### config.mk
export PLATFORM = sky130hd
export DESIGN_NAME = step_tick_gen
export DESIGN_NICKNAME = d
export VERILOG_FILES = /design/src/rtl/step_tick_gen.sv
export SDC_FILE = /design/constraint.sdc
export NUM_CORES = 1
export LEC_CHECK = 0
export BUFFER_PORTS_ARGS = -buffer_cell sky130_fd_sc_hd__clkbuf_2
export CAP_MARGIN = 0
export CORE_MARGIN = 10
export CORE_UTILIZATION = 55
export CTS_CLUSTER_DIAMETER = 40
export DETAILED_ROUTE_END_ITERATION = 6
export GPL_TIMING_DRIVEN = 0
export MAX_ROUTING_LAYER = met4
export PLACE_DENSITY = 0.78
export SYNTH_ARGS = -nofsm -noshare
export SYNTH_HDL_FRONTEND = slang
export SYNTH_SLANG_ARGS = --single-unit
export TNS_END_PERCENT = 5
### constraint.sdc
create_clock -name Clock -period 7.5 [get_ports Clock]
set_clock_uncertainty 0.2 [all_clocks]
set_input_delay 1.5 -clock Clock [delete_from_list [all_inputs] [get_ports Clock]]
set_output_delay 1.5 -clock Clock [all_outputs]
set_load 0.005 [all_outputs]
### src/rtl/step_tick_gen.sv
// Tempo-driven step clock: turns a BPM setting into fixed-width Step pulses with a
// wrapping step index, phase-aligned to the shared nStart strobe.
module step_tick_gen #(
  parameter int unsigned CLK_HZ         = 50000000,
  parameter int unsigned STEPS_PER_BEAT = 4,
  parameter int unsigned LOOP_STEPS     = 12,
  parameter int unsigned PULSE_CYCLES   = 4,
  parameter int unsigned BPM_MIN        = 40,
  parameter int unsigned BPM_MAX        = 240
) (
  input  logic       Clock,
  input  logic       nReset,
  input  logic       nStart,
  input  logic       Play,
  input  logic [7:0] Bpm,
  output logic       Step,
  output logic [3:0] StepIndex,
  output logic       LoopStart,
  output logic       Running
);

  localparam int unsigned AccW  = 33;
  localparam int unsigned PcntW = (PULSE_CYCLES > 1) ? $clog2(PULSE_CYCLES) : 1;

  localparam logic [AccW-1:0]  Thresh   = AccW'(CLK_HZ) * AccW'(60);
  localparam logic [AccW-1:0]  IncReset = AccW'(BPM_MIN * STEPS_PER_BEAT);
  localparam logic [PcntW-1:0] PcntLoad = PcntW'(PULSE_CYCLES - 1);
  localparam logic [3:0]       LastIdx  = 4'(LOOP_STEPS - 1);

  typedef enum logic [1:0] {StIdle, StArmed, StRun} state_e;

  state_e           r_state, w_state_d;
  logic [AccW-1:0]  r_acc, w_acc_d;
  logic [AccW-1:0]  r_inc, w_inc_d;
  logic             r_step, w_step_d;
  logic [PcntW-1:0] r_pcnt, w_pcnt_d;
  logic [3:0]       r_idx, w_idx_d;
  logic             r_ls, w_ls_d;

  logic [7:0]      w_bpm_eff;
  logic [AccW-1:0] w_inc_new;
  logic [AccW-1:0] w_sum;
  logic            w_ovf;
  logic [3:0]      w_idx_next;

  always_comb begin
    if ({24'd0, Bpm} < BPM_MIN) begin
      w_bpm_eff = 8'(BPM_MIN);
    end else if ({24'd0, Bpm} > BPM_MAX) begin
      w_bpm_eff = 8'(BPM_MAX);
    end else begin
      w_bpm_eff = Bpm;
    end
  end

  assign w_inc_new  = AccW'(w_bpm_eff) * AccW'(STEPS_PER_BEAT);
  // Remainder is carried past the threshold so the long-term rate does not drift.
  assign w_sum      = r_acc + r_inc;
  assign w_ovf      = (w_sum >= Thresh);
  assign w_idx_next = (r_idx >= LastIdx) ? 4'd0 : r_idx + 4'd1;

  always_comb begin
    w_state_d = r_state;
    w_acc_d   = r_acc;
    w_inc_d   = r_inc;
    w_step_d  = r_step;
    w_pcnt_d  = r_pcnt;
    w_idx_d   = r_idx;
    w_ls_d    = 1'b0;

    if (r_pcnt != '0) begin
      w_pcnt_d = r_pcnt - PcntW'(1);
    end else begin
      w_step_d = 1'b0;
    end

    // nStart low restarts from any state and outranks ticks and Play.
    if (!nStart) begin
      w_state_d = StArmed;
      w_acc_d   = '0;
      w_idx_d   = 4'd0;
      w_step_d  = 1'b0;
      w_pcnt_d  = '0;
    end else begin
      unique case (r_state)
        StIdle: begin
          w_state_d = StIdle;
        end
        StArmed: begin
          if (Play) begin
            w_state_d = StRun;
            w_acc_d   = '0;
            w_inc_d   = w_inc_new;
            w_step_d  = 1'b1;
            w_pcnt_d  = PcntLoad;
            w_idx_d   = 4'd0;
            w_ls_d    = 1'b1;
          end else begin
            w_state_d = StIdle;
          end
        end
        StRun: begin
          if (!Play) begin
            w_state_d = StIdle;
            w_acc_d   = '0;
            w_step_d  = 1'b0;
            w_pcnt_d  = '0;
          end else if (w_ovf) begin
            w_acc_d  = w_sum - Thresh;
            w_inc_d  = w_inc_new;
            w_step_d = 1'b1;
            w_pcnt_d = PcntLoad;
            w_idx_d  = w_idx_next;
            w_ls_d   = (w_idx_next == 4'd0);
          end else begin
            w_acc_d = w_sum;
          end
        end
        default: begin
          w_state_d = StIdle;
        end
      endcase
    end
  end

  always_ff @(posedge Clock or negedge nReset) begin
    if (!nReset) begin
      r_state <= StIdle;
      r_acc   <= '0;
      r_inc   <= IncReset;
      r_step  <= 1'b0;
      r_pcnt  <= '0;
      r_idx   <= 4'd0;
      r_ls    <= 1'b0;
    end else begin
      r_state <= w_state_d;
      r_acc   <= w_acc_d;
      r_inc   <= w_inc_d;
      r_step  <= w_step_d;
      r_pcnt  <= w_pcnt_d;
      r_idx   <= w_idx_d;
      r_ls    <= w_ls_d;
    end
  end

  assign Step      = r_step;
  assign StepIndex = r_idx;
  assign LoopStart = r_ls;
  assign Running   = (r_state == StRun);

endmodule

## After elaboration in Yosys (flattened, before gate mapping)

Index checks and enable logic that the tools add are counted.

| operators by class | value |
|---|---|
| $add $sub $neg | 4 |
| multipliers | 0 |
| divide/modulo/power cells | 0 |
| magnitude comparators | 4 |
| equal/unequal tests | 10 |
| shift-type cells | 0 |
| multiplexer cells | 38 |
| bitwise gates (word level) | 0 |
| reduce and logical (&&, ||, !) cells | 6 |

Operator list:

| cell | number |
|---|---|
| 33-bit two-way mux | 7 |
| 33-bit one-hot mux with 2 select lines | 2 |
| 33-bit adder | 1 |
| 33-bit by 32-bit >= comparator with 1-bit output (second input constant) | 1 |
| 33-bit by 32-bit subtractor with 33-bit output (second input constant) | 1 |
| 4-bit two-way mux | 5 |
| 2-bit two-way mux | 8 |
| 8-bit two-way mux | 2 |
| 1-bit two-way mux | 9 |
| 3-bit != test (second input constant) | 3 |
| 8-bit > comparator (second input constant) | 1 |
| 8-bit by 6-bit less-than comparator with 1-bit output (second input constant) | 1 |
| 2-bit one-hot mux with 2 select lines | 2 |
| 4-bit one-hot mux with 2 select lines | 1 |
| 5-bit AND reduction | 1 |
| 4-bit by 1-bit adder with 4-bit output (second input constant) | 1 |
| 4-bit >= comparator (second input constant) | 1 |
| 4-bit logical NOT | 1 |
| 2-bit != test (second input constant) | 2 |
| 1-bit one-hot mux with 2 select lines | 2 |
| 4-bit AND reduction | 1 |
| 2-bit nonzero test | 2 |
| 3-bit by 1-bit != test with 1-bit output (second input constant) | 1 |
| 3-bit by 2-bit != test with 1-bit output (second input constant) | 1 |
| 5 further kinds | 5 |

| word-level totals | value |
|---|---|
| register bits | 76 |
| bits in latches | 0 |
| bits in writable memories | 0 |
| ROM bits | 0 |
| output and inout port bits | 7 |
| logic and storage cells | 69 |
| memories kept | 0 |

## Logic depth before layout (Yosys ltp)

Gate-level depths: netlist of the first run.

| logic depth | value |
|---|---|
| depth after elaboration | 7 |
| gate-level depth with buffers | 18 |

## Least setup slack after synthesis of the first run

No wires, ideal clock.

| timing path | value |
|---|---|
| kind | register to register |
| start point | reg r_acc[2] |
| end point | reg r_inc[8] |
| library setup time | 0.125 ns |
| data arrival time | 4.156 ns |
| slack | 3.020 ns |
| cell stages (with the launch flop) | 17 |
| path buffers | 1 |
| path through | dfrtp_1 > ha_1 > fa_1 > a211oi_1 > o211a_2 > nor2_1 > nor2_1 > ha_1 > o21ai_0 > nor4_1 > o21ai_0 > a211oi_2 > o31ai_4 > and2_1 > buf_2 > a211oi_4 > mux2_2 |

| between the ends | value |
|---|---|
| cells in the longest elaborated chain, start to end | 4 |

Ends and longest elaborated chain:

| element | RTL line | RTL |
|---|---|---|
| start: declaration | 33 | `logic [AccW-1:0] r_acc, w_acc_d;` |
| start signal: assignment | 137 | `r_acc <= w_acc_d;` |
| 33-bit adder | 58 | `assign w_sum = r_acc + r_inc;` |
| 33-bit by 32-bit >= comparator with 1-bit output | 59 | `assign w_ovf = (w_sum >= Thresh);` |
| 2-bit by 1-bit != test with 1-bit output (no line) | n/a |  |
| 5-bit AND reduction (no line) | n/a |  |
| end signal: assignment | 130 | `r_inc <= IncReset;` |
| end signal: assignment | 138 | `r_inc <= w_inc_d;` |
| end: declaration | 34 | `logic [AccW-1:0] r_inc, w_inc_d;` |

No other way between the ends.
A chain may end at the register's enable or synchronous reset.

## Final worst setup path of the first run

| timing path | value |
|---|---|
| start point | reg r_inc[2] |
| end point | reg r_acc[16] |

| between the ends | value |
|---|---|
| cells in the longest elaborated chain, start to end | 6 |

Ends and longest elaborated chain:

| element | RTL line | RTL |
|---|---|---|
| 33-bit adder * | 58 |  |
| 33-bit by 32-bit subtractor with 33-bit output / 33-bit by 32-bit >= comparator with 1-bit output (equally long branches) | 109, 59 |  |
| 33-bit two-way mux * | 108 | `end else if (w_ovf) begin` |
| 33-bit two-way mux * | 103 | `if (!Play) begin` |
| 33-bit one-hot mux with 2 select lines * | 85 | `unique case (r_state)` |
| 33-bit two-way mux * | 78 | `if (!nStart) begin` |

Every way passes the cells marked *; elsewhere a longest branch is shown, timed or not.

==> results of run 1 <==
worst register-to-register path, cell delays in order, from the launching register on:
cell and delay, ns:
dfrtp_1 0.43, ha_1 0.24, fa_1 0.43, a211oi_1 0.64
o211a_2 0.43, nor2_1 0.19, nor2_1 0.30, ha_1 0.23
o21ai_0 0.10, nor4_1 0.36, o21ai_0 0.31, a211oi_2 0.41
o31ai_4 0.17, nand2_1 0.29, buf_2 0.36, o211ai_1 0.17
a211oi_1 0.28, o21bai_1 0.15
metal layers:
metal | wire [µm] | GRT usage (%)
met2 | 5535 | 33.75
met5 | 0 | -
met4 | 348 | 6.685
met3 | 1053 | 3.481
met1 | 5758 | 30.87
synth_stat cells (all sizes together), types with 5 or more instances:
master	n	area [µm²]
a22o	10	87.58
o21bai	6	45.04
o21ai	45	225.2
or3	8	55.05
nor4	7	56.30
xnor2	22	192.7
o31ai	8	73.82
a211oi	9	97.59
a31oi	9	62.56
o22ai	5	31.28
a21boi	5	41.29
nand4	13	87.58
dfrtp	47	1176
nand3	25	125.1
xor2	13	113.9
and3	8	50.05
a21o	6	45.04
o211ai	11	87.58
nand2	46	172.7
inv	17	63.81
a21oi	26	137.6
nor2	41	153.9
nand2b	6	37.54
ha	12	150.1
nor3	23	131.4
buf	10	57.55
mux2i	11	110.1
clkbuf	22	87.58
cell families (layout without fill, tap and decap cells):
| group | count (synthesis) | in the layout |
|---|---|---|
| XOR/XNOR | 35 | 35 |
| multiplexers | 14 | 14 |
| AO/OA/AOI/OAI | 176 | 176 |
| buffers and inverters | 49 | 76 |
| adder cells (fa/ha/maj) | 13 | 13 |
| flip-flops | 49 | 49 |
| AND/OR/NAND/NOR | 197 | 197 |
stage by stage:
step                utilization (%)  setup slack (ns)
floorplan                         -             3.020
global placement              59.18             2.063
detailed placement            59.18             2.086
CTS                           60.69             1.952
global route                  60.95             1.466
finish                        60.95             1.755
flip-flops by register name (all words and copies together) (netlist names):
name / flops
r_inc: 8
r_pcnt: 2
r_state: 2
Step: 1
r_acc: 31
LoopStart: 1
StepIndex: 4
final cells by class:
cell class | count | area [µm²] | area share (%)
buffer | 32 | 145.1 | 3.097
sequential | 49 | 1229 | 26.22
clock buffer | 5 | 68.82 | 1.469
multi-input combinational | 435 | 2894 | 61.76
tap | 102 | 127.6 | 2.724
inverter | 17 | 63.81 | 1.362
timing repair buffer | 19 | 110.1 | 2.350
clock inverter | 3 | 47.55 | 1.015
where the power goes:
group / switching [mW] / internal [mW] / total [mW]
logic: 0.0605 / 0.0346 / 0.0951
clock network: 0.105 / 0.102 / 0.207
registers: 0.0100 / 0.277 / 0.287
path summary, 6_finish.rpt:
kind / startpoint / endpoint / slack (ns) / cells after the start
worst max-delay path: r_inc[2] / r_acc[16] / 1.76 / 17
worst min-delay path: r_acc[9] / r_acc[9] / 0.30 / 2
worst max register to register: r_inc[2] / r_acc[16] / 1.76 / 17
worst min register to register: r_acc[9] / r_acc[9] / 0.30 / 2
max in group asynchronous: nReset / r_acc[19] / 5.57 / 2
min in group asynchronous: nReset / r_acc[4] / 0.97 / 1
==> flow_summary_export.csv, run 1 <==
group,metric,value,unit
outcome,result_of_the_run,"finished clean",
route,postRouteAntennaNets,0,
synthesis,synth_cell_types,78,
die,placeableCoreArea,7687,µm²
route,detail_route.wl_per_cell,19.18,µm
die,dieArea,11830,µm²
final_layout,antenna_cells,0,
pwr,peakVddDrop,0.00009500,V
pwr,power.total,0.5895,mW
worst_setup_path,end_kind,"register",
final_layout,count_of_non_filler_cells_in_the_finished_layout,662,
timing,max_frequency,174.1,MHz
worst_setup_path,slowest_delay,0.64,ns
placement,placed_cell_area,4549,µm²
timing,hold_ws,0.2995,ns
global_route,grt_antenna_before_repair,0,
timing,rsz0062_at_grt,"false",
route,drt_drc_violations_left,0,
synthesis,synthesis.area_per_instance,8.127,µm²
clock_tree,hold_buffers,0,
synthesis,yosysWarnings,0,
clock_tree,cts_max_path_buffers,2,
synthesis,asyncSetResetFlopFracSynth,100.0,%
die,die_x,108.7,µm
final_layout,fill_cell_count,706,
clock_tree,insertion_delay,0.32,ns
worst_setup_path,timing.critical_path.cells,"ha_1, fa_1, a211oi_1, o211a_2, nor2_1, nor2_1, ha_1, o21ai_0, nor4_1, o21ai_0, a211oi_2, o31ai_4, nand2_1, buf_2, o211ai_1, a211oi_1, o21bai_1",
synthesis,synth_compound_gate_area_share,28.97,%
route,drt-vias-per-instance,6.547,
die,std_cell_rows,32,
die,die_height,108.7,µm
synthesis,synth_enable_flop_cells,0,
pwr,cellPowerDensity,125.8,nW/µm²
global_route,grt_start_max_net_pins,50,
synthesis,postSynth.topFlopCell,"dfrtp_1",
route,drt_pass1_iterations,5,
timing,share_of_the_clock_period_used_by_the_worst_path,76.60,%
worst_setup_path,crit_fanout,10,
placement,hpwl,9314,µm
synthesis,syn_nets,558,
clock_tree,cts_htree_levels,2,
synthesis,xor_and_xnor_area_share_after_synthesis,7.077,%
worst_setup_path,cp_slowest_cell,"a211oi_1",
synthesis,synth-adder-area-share,3.928,%
worst_setup_path,cp.required,7.55,ns
synthesis,synth.mux.area_fraction,3.322,%
timing,min_period,5.745,ns
pwr,static-leakage-power,1.898,nW
placement,gp_routability_congestion,1.019,
die,initial_core_utilization,56.35,%
synthesis,ys_seq_area_share,28.37,%
worst_setup_path,arrival,5.79,ns
clock_tree,cts_resized,0,
clock_tree,clk_pin_slew,0.11,ns
clock_tree,clock_tree.root_cell,"clkbuf_8",
die,floorplan.io_pins,19,
timing,timing.final.setup_violations,0,
final_layout,layout.cells.most_common,"dfrtp_1",
synthesis,synthesis.instances,533,
global_route,first_global_vias,4131,
worst_setup_path,startpoint_type,"register",
flow_run,cap_violations,0,
final_layout,post_route_cells_drive_above_1_share,12.32,%
synthesis,synth-seq-cells,49,
clock_tree,cts.sink_count,49,
final_layout,final_design_area_no_fill,4686,µm²
timing,timing.max_slew.rel_slack,35.74,%
timing,setup_tns,0,ns
synthesis,dominant_combinational_cell_family_by_area_after_synthesis,"compound AO/OA/AOI/OAI gates",
global_route,grt_remaining_overflow,0,
route,routed_wl,12700,µm
final_layout,layout_common_cells,"dfrtp_1, nand2_1, nor2_1",
worst_setup_path,worst-setup-path-type,"reg2reg",
global_route,grt.total_usage,22.59,%
placement,placed_cells,653,
clock_tree,post_cts.repair.setup_buffers,0,
worst_setup_path,critical_path_buf_inv_count,1,
synthesis,synthSimpleGateAreaFrac,23.51,%
route,drt_iter0_markers,411,
placement,port_buffers,18,
worst_setup_path,critical-path-top-delay-family,"compound AO/OA/AOI/OAI gates",
route,num_vias,4334,
clock_tree,cts_buffers,5,
timing,final_hold_violating_endpoints,0,
min_path,hold_class,"reg2reg",
final_layout,layout-area-overhead-vs-synth,8.174,%
synthesis,mappedNetlistArea,4332,µm²
timing,finalMaxSlewViolations,0,
timing,worst-slew-pin-transition,0.9575,ns
clock_tree,tritoncts_clock_tree,"yes",
final_layout,final_net_count,584,
global_route,grt_first_pass_wirelength,21050,µm
Note: power is estimated with default switching activity, not from simulation.
==> inputs of run 2 (changes only) <==
--- a/config.mk
+++ b/config.mk
@@ -13,7 +13,7 @@
 export DETAILED_ROUTE_END_ITERATION = 6
 export GPL_TIMING_DRIVEN = 0
 export MAX_ROUTING_LAYER = met4
-export PLACE_DENSITY = 0.78
+export PLACE_DENSITY = 0.81
 export SYNTH_ARGS = -nofsm -noshare
 export SYNTH_HDL_FRONTEND = slang
 export SYNTH_SLANG_ARGS = --single-unit
==> constraint.sdc (replaced) <==
create_clock -name Clock -period 4.73 [get_ports Clock]
set_clock_uncertainty 0.2 [all_clocks]
set_input_delay 0.946 -clock Clock [delete_from_list [all_inputs] [get_ports Clock]]
set_output_delay 0.946 -clock Clock [all_outputs]
set_load 0.005 [all_outputs]
==> run 2 against run 1 <==
Combinational power increased by 70%. Non-clock buffer count is 13 higher. Core utilization increased by 2.5 points. Die area unchanged. Sequential power rose by 58%. Total power rose by 52%. Register-to-register slack worse by 1.6 ns. Setup slack got worse by 1.6 ns. Critical path type unchanged. Critical endpoint is now r_acc[28].
==> flow_summary_export.csv, run 2 (synthesized netlist as in run 1, its figures left out) <==
group,metric,value,unit
die,floorplan.io_pins,19,
final_layout,count_of_non_filler_cells_in_the_finished_layout,675,
worst_setup_path,arrival,4.58,ns
final_layout,top_register,"r_acc",
final_layout,layout.cells.most_common,"dfrtp_1",
route,detail_route.wl_per_cell,19.43,µm
pwr,cellPowerDensity,184.0,nW/µm²
clock_tree,insertion_delay,0.31,ns
worst_setup_path,path_depth_of_the_worst_reg2reg_path,12,
route,num_vias,4427,
pwr,static-leakage-power,1.987,nW
global_route,grt.total_usage,22.98,%
timing,worst-slew-pin-transition,0.6635,ns
placement,hpwl,9566,µm
worst_setup_path,worst-setup-path-type,"reg2reg",
global_route,grt_start_max_net_pins,50,
die,std_cell_rows,32,
timing,timing.final.setup_violations,0,
route,drt-vias-per-instance,6.559,
final_layout,post_route_cells_drive_above_1_share,16.23,%
die,die_x,108.7,µm
final_layout,final_net_count,597,
timing,finalMaxSlewViolations,0,
clock_tree,clk_pin_slew,0.10,ns
pwr,power.total,0.8968,mW
final_layout,layout_common_cells,"dfrtp_1, nand2_1, nor2_1",
final_layout,largest_register_ff_count,31,
final_layout,antenna_cells,0,
min_path,cell_count_of_the_worst_hold_path,2,
route,postRouteAntennaNets,0,
global_route,grt_remaining_overflow,0,
clock_tree,cts_buffers,5,
outcome,result_of_the_run,"finished clean",
worst_setup_path,startpoint_type,"register",
global_route,grt_antenna_before_repair,0,
timing,max_frequency,218.7,MHz
route,routed_wl,13110,µm
flow_run,cap_violations,0,
die,dieArea,11830,µm²
clock_tree,cts_htree_levels,2,
global_route,grt_first_pass_wirelength,21420,µm
worst_setup_path,end_kind,"register",
route,drt_pass1_iterations,5,
timing,min_period,4.572,ns
placement,placed_cells,654,
die,placeableCoreArea,7687,µm²
clock_tree,hold_buffers,0,
die,die_height,108.7,µm
worst_setup_path,crit_fanout,7,
timing,timing.max_slew.rel_slack,55.77,%
route,drt_iter0_markers,436,
timing,final_hold_violating_endpoints,0,
pwr,peakVddDrop,0.0001751,V
min_path,hold_class,"reg2reg",
clock_tree,cts_max_path_buffers,2,
clock_tree,tritoncts_clock_tree,"yes",
final_layout,layout-area-overhead-vs-synth,12.54,%
timing,hold_ws,0.3012,ns
clock_tree,clock_tree.root_cell,"clkbuf_8",
clock_tree,cts.sink_count,49,
placement,gp_routability_congestion,0.9754,
placement,port_buffers,18,
timing,finalWorstSetupSlack,0.1576,ns
worst_setup_path,cp.required,4.74,ns
route,drt_drc_violations_left,0,
die,initial_core_utilization,56.35,%
global_route,first_global_vias,4114,
timing,share_of_the_clock_period_used_by_the_worst_path,96.67,%
placement,dp_slack,-0.6840,ns
timing,rsz0062_at_grt,"true",
## run 2: cell count changes in the layout (fill, tap and decap cells not counted), moves of 2 or more
cell      previous run  this run
a211oi_1             6         4
buf_2                8         6
buf_4                1        14
buf_6                1         3
inv_6                2         0
o21ai_0             37        35
## run 2: layer usage
metal	part of all wire (%)	track usage, %	vias to the layer above
met5	0	-	-
li1	-	-	2069
met1	45	30.44	2145
met2	46	34.87	193
met4	1.5	7.439	0
met3	7.1	4.012	20
## run 2: critical path, cell delays in order, from the launching register on
cell,delay [ns]
dfrtp_1,0.41
ha_1,0.43
o211ai_1,0.18
or3_4,0.46
a211oi_4,0.45
mux2i_1,0.40
o22a_1,0.37
o21ai_0,0.28
a31oi_1,0.48
o21bai_1,0.21
and3_1,0.23
o21ai_0,0.14
a21bo_2,0.23
## run 2: layout make-up
cell class                 instances  area, µm²
buffer                            32      157.7
tap                              102      127.6
clock buffer                       6      82.58
multi-input combinational        435       2993
fill                             698       2813
clock inverter                     2      13.76
sequential                        49       1229
inverter                          17      63.81
timing repair buffer              32      207.7
## run 2: timing repair
item / 4_1_cts / 5_1_grt
resized for setup: 9 / 16
endpoints found under the setup margin: 40 / 34
pin swaps: 5 / 7
setup buffers: 5 / 7
## run 2: where the power goes
group | switching (mW) | internal (mW) | leakage (nW)
sequential | 0.0145 | 0.440 | 0.664
combinational | 0.102 | 0.0601 | 1.27
clock | 0.161 | 0.119 | 0.0512
## run 2: worst paths after layout
| path | from | endpoint | slack (ns) |
|---|---|---|---|
| setup / recovery | r_acc[4] | r_acc[28] | 0.16 |
| hold / removal | r_acc[9] | r_acc[9] | 0.30 |
| setup reg to reg | r_acc[4] | r_acc[28] | 0.16 |
| hold reg to reg | r_acc[9] | r_acc[9] | 0.30 |
| max in group asynchronous | nReset | r_inc[5] | 3.27 |
| min in group asynchronous | nReset | r_acc[23] | 0.42 |
## run 2: stage by stage
stage	cell area, µm²	util [%]	TNS, ns
2_1_floorplan	4332	-	0
4_1_cts	4732	61.56	0
3_5_place_dp	4557	59.28	-17.78
6_report	4875	63.41	0
5_1_grt	4875	63.41	-0.007647
3_3_place_gp	4549	59.18	-18.46
==> inputs of run 3 (changes only) <==
--- a/config.mk
+++ b/config.mk
@@ -11,9 +11,12 @@
 export CORE_UTILIZATION = 55
 export CTS_CLUSTER_DIAMETER = 40
 export DETAILED_ROUTE_END_ITERATION = 6
+export GPL_ROUTABILITY_DRIVEN = 0
 export GPL_TIMING_DRIVEN = 0
 export MAX_ROUTING_LAYER = met4
 export PLACE_DENSITY = 0.81
+export SETUP_SLACK_MARGIN = 0.4
+export SKIP_LAST_GASP = 1
 export SYNTH_ARGS = -nofsm -noshare
 export SYNTH_HDL_FRONTEND = slang
 export SYNTH_SLANG_ARGS = --single-unit
==> run 3 against run 2 <==
Die area did not move. Core utilization rose by 3.7 points. Setup slack improved by 0.16 ns. Critical path type unchanged. Critical endpoint is now r_inc[8]. Count of clock-buffer cells in the layout did not move. Maximum frequency rose by 3.7%. Non-clock buffer count rose by 18. Critical path depth rose by 4. Cell count rose by 2.7%.
==> flow_summary_export.csv, run 3 (synthesized netlist as in run 1, its figures left out) <==
group,metric,value,unit
route,detail_route.wl_per_cell,20.18,µm
clock_tree,insertion_delay,0.31,ns
placement,port_buffers,18,
final_layout,antenna_cells,0,
global_route,grt_remaining_overflow,0,
clock_tree,cts_buffers,5,
global_route,first_global_vias,4279,
global_route,grt_start_max_net_pins,50,
die,die_x,108.7,µm
die,std_cell_rows,32,
worst_setup_path,critical_path_sink,"r_inc[8]",
worst_setup_path,end_kind,"register",
timing,final_hold_violating_endpoints,0,
timing,finalWorstSetupSlack,0.3206,ns
die,placeableCoreArea,7687,µm²
die,floorplan.io_pins,19,
worst_setup_path,slowest_delay,0.56,ns
placement,hpwl,8989,µm
pwr,cellPowerDensity,173.5,nW/µm²
timing,min_period,4.409,ns
route,routed_wl,13990,µm
final_layout,layout-area-overhead-vs-synth,19.04,%
clock_tree,cts.sink_count,49,
clock_tree,cts_htree_levels,2,
placement,dp_slack,-0.3789,ns
worst_setup_path,timing.rr.start,"r_inc[5]",
worst_setup_path,startpoint_type,"register",
clock_tree,cts_max_path_buffers,2,
timing,rsz0062_at_grt,"true",
timing,setup_tns,0,ns
worst_setup_path,crit_fanout,10,
pwr,peakVddDrop,0.0001824,V
worst_setup_path,arrival,4.41,ns
timing,max_frequency,226.8,MHz
global_route,grt_first_pass_wirelength,20990,µm
final_layout,post_route_cells_drive_above_1_share,22.84,%
worst_setup_path,cp-startpoint,"r_inc[5]",
route,drt-vias-per-instance,6.896,
worst_setup_path,path_depth_of_the_worst_reg2reg_path,16,
worst_setup_path,timing.critical_path.cells,"ha_2, o211ai_1, o211a_4, nor2_2, nor2_2, ha_1, o21ai_0, nor4_2, o21ai_2, a211oi_4, o31ai_4, and2_4, buf_6, a211oi_4, buf_4, mux2_2",
timing,share_of_the_clock_period_used_by_the_worst_path,93.22,%
clock_tree,clock_tree.root_cell,"clkbuf_8",
worst_setup_path,regToRegSetupSlack,0.32,ns
pwr,static-leakage-power,2.083,nW
worst_setup_path,cp_slowest_cell,"dfstp_2",
final_layout,layout_common_cells,"dfrtp_1, nand2_1, nor2_1",
min_path,hold_class,"reg2reg",
timing,worst-slew-pin-transition,1.238,ns
final_layout,finalCoreUtilization,67.07,%
placement,placed_cell_area,4562,µm²
route,postRouteAntennaNets,0,
route,drt_pass1_iterations,6,
die,dieArea,11830,µm²
route,num_vias,4779,
global_route,grt_antenna_before_repair,0,
worst_setup_path,cp.required,4.73,ns
clock_tree,hold_buffers,0,
route,drt_iter0_markers,655,
global_route,grt.total_usage,22.07,%
flow_run,cap_violations,0,
timing,timing.final.setup_violations,0,
die,die_height,108.7,µm
min_path,cell_count_of_the_worst_hold_path,2,
clock_tree,clk_pin_slew,0.09,ns
worst_setup_path,critical_path.reg2reg.endpoint,"r_inc[8]",
worst_setup_path,worst-setup-path-type,"reg2reg",
timing,timing.max_slew.rel_slack,17.44,%
die,initial_core_utilization,56.35,%
final_layout,layout.cells.most_common,"dfrtp_1",
final_layout,final_net_count,615,
outcome,result_of_the_run,"finished clean",
timing,hold_ws,0.3153,ns
final_layout,final_design_area_no_fill,5156,µm²
timing,finalMaxSlewViolations,0,
clock_tree,tritoncts_clock_tree,"yes",
final_layout,largest_register_ff_count,31,
final_layout,top_register,"r_acc",
route,drt_drc_violations_left,0,
[run 3: worst min-delay path by stage]
stage | startpoint | to | slack [ns]
floorplan | r_acc[9] | r_acc[9] | 0.26
finish | r_acc[9] | r_acc[9] | 0.32
detailed placement | r_acc[6] | r_acc[6] | 0.30
CTS | r_inc[7] | r_inc[7] | 0.32
global route | r_inc[7] | r_inc[7] | 0.33
global placement | r_acc[9] | r_acc[9] | 0.28
[run 3: metal layers]
layer | share of wire, % | vias to the layer above | GRT usage, %
met5 | 0 | - | -
met4 | 5.8 | 0 | 9.887
met3 | 11 | 106 | 3.894
met2 | 45 | 357 | 33.10
met1 | 39 | 2217 | 28.49
li1 | - | 2099 | -
[run 3: cell type report]
class / instances / area (µm²)
clock buffers: 6 / 72.57
inverters: 17 / 63.81
well taps: 102 / 127.6
multi-input cells: 435 / 3156
fillers: 582 / 2531
clock inverters: 2 / 15.01
plain buffers: 32 / 161.4
repair buffers: 50 / 331.6
flip-flops and latches: 49 / 1229
[run 3: timing repair]
action,CTS,global route
setup endpoints to repair,40,40
pin swaps,7,21
setup buffers,9,23
cloned,0,0
gates resized for setup,21,38
[run 3: metrics by stage]
stage	cells	power [mW]
after floorplan	533	0.5601
after global placement	653	0.6010
after detailed placement	653	0.6089
after CTS	670	0.8702
after global routing	693	0.9314
final	693	0.8946
[run 3: where the power goes]
group	total [mW]	internal (mW)	switching (mW)	leakage (nW)
registers	0.453	0.440	0.0136	0.664
logic	0.186	0.0727	0.113	1.38
clock network	0.255	0.105	0.151	0.0374
total	0.895	0.617	0.278	2.08
[run 3: critical path, delay by kind of cell, from the launching register on]
| family | cells | cell delay [ns] |
|---|---|---|
| buf+inv | 2 | 0.34 |
| fa+ha+maj | 2 | 0.48 |
| simple gates | 4 | 0.67 |
| flops | 1 | 0.56 |
| mux | 1 | 0.34 |
| compound gates | 7 | 1.69 |
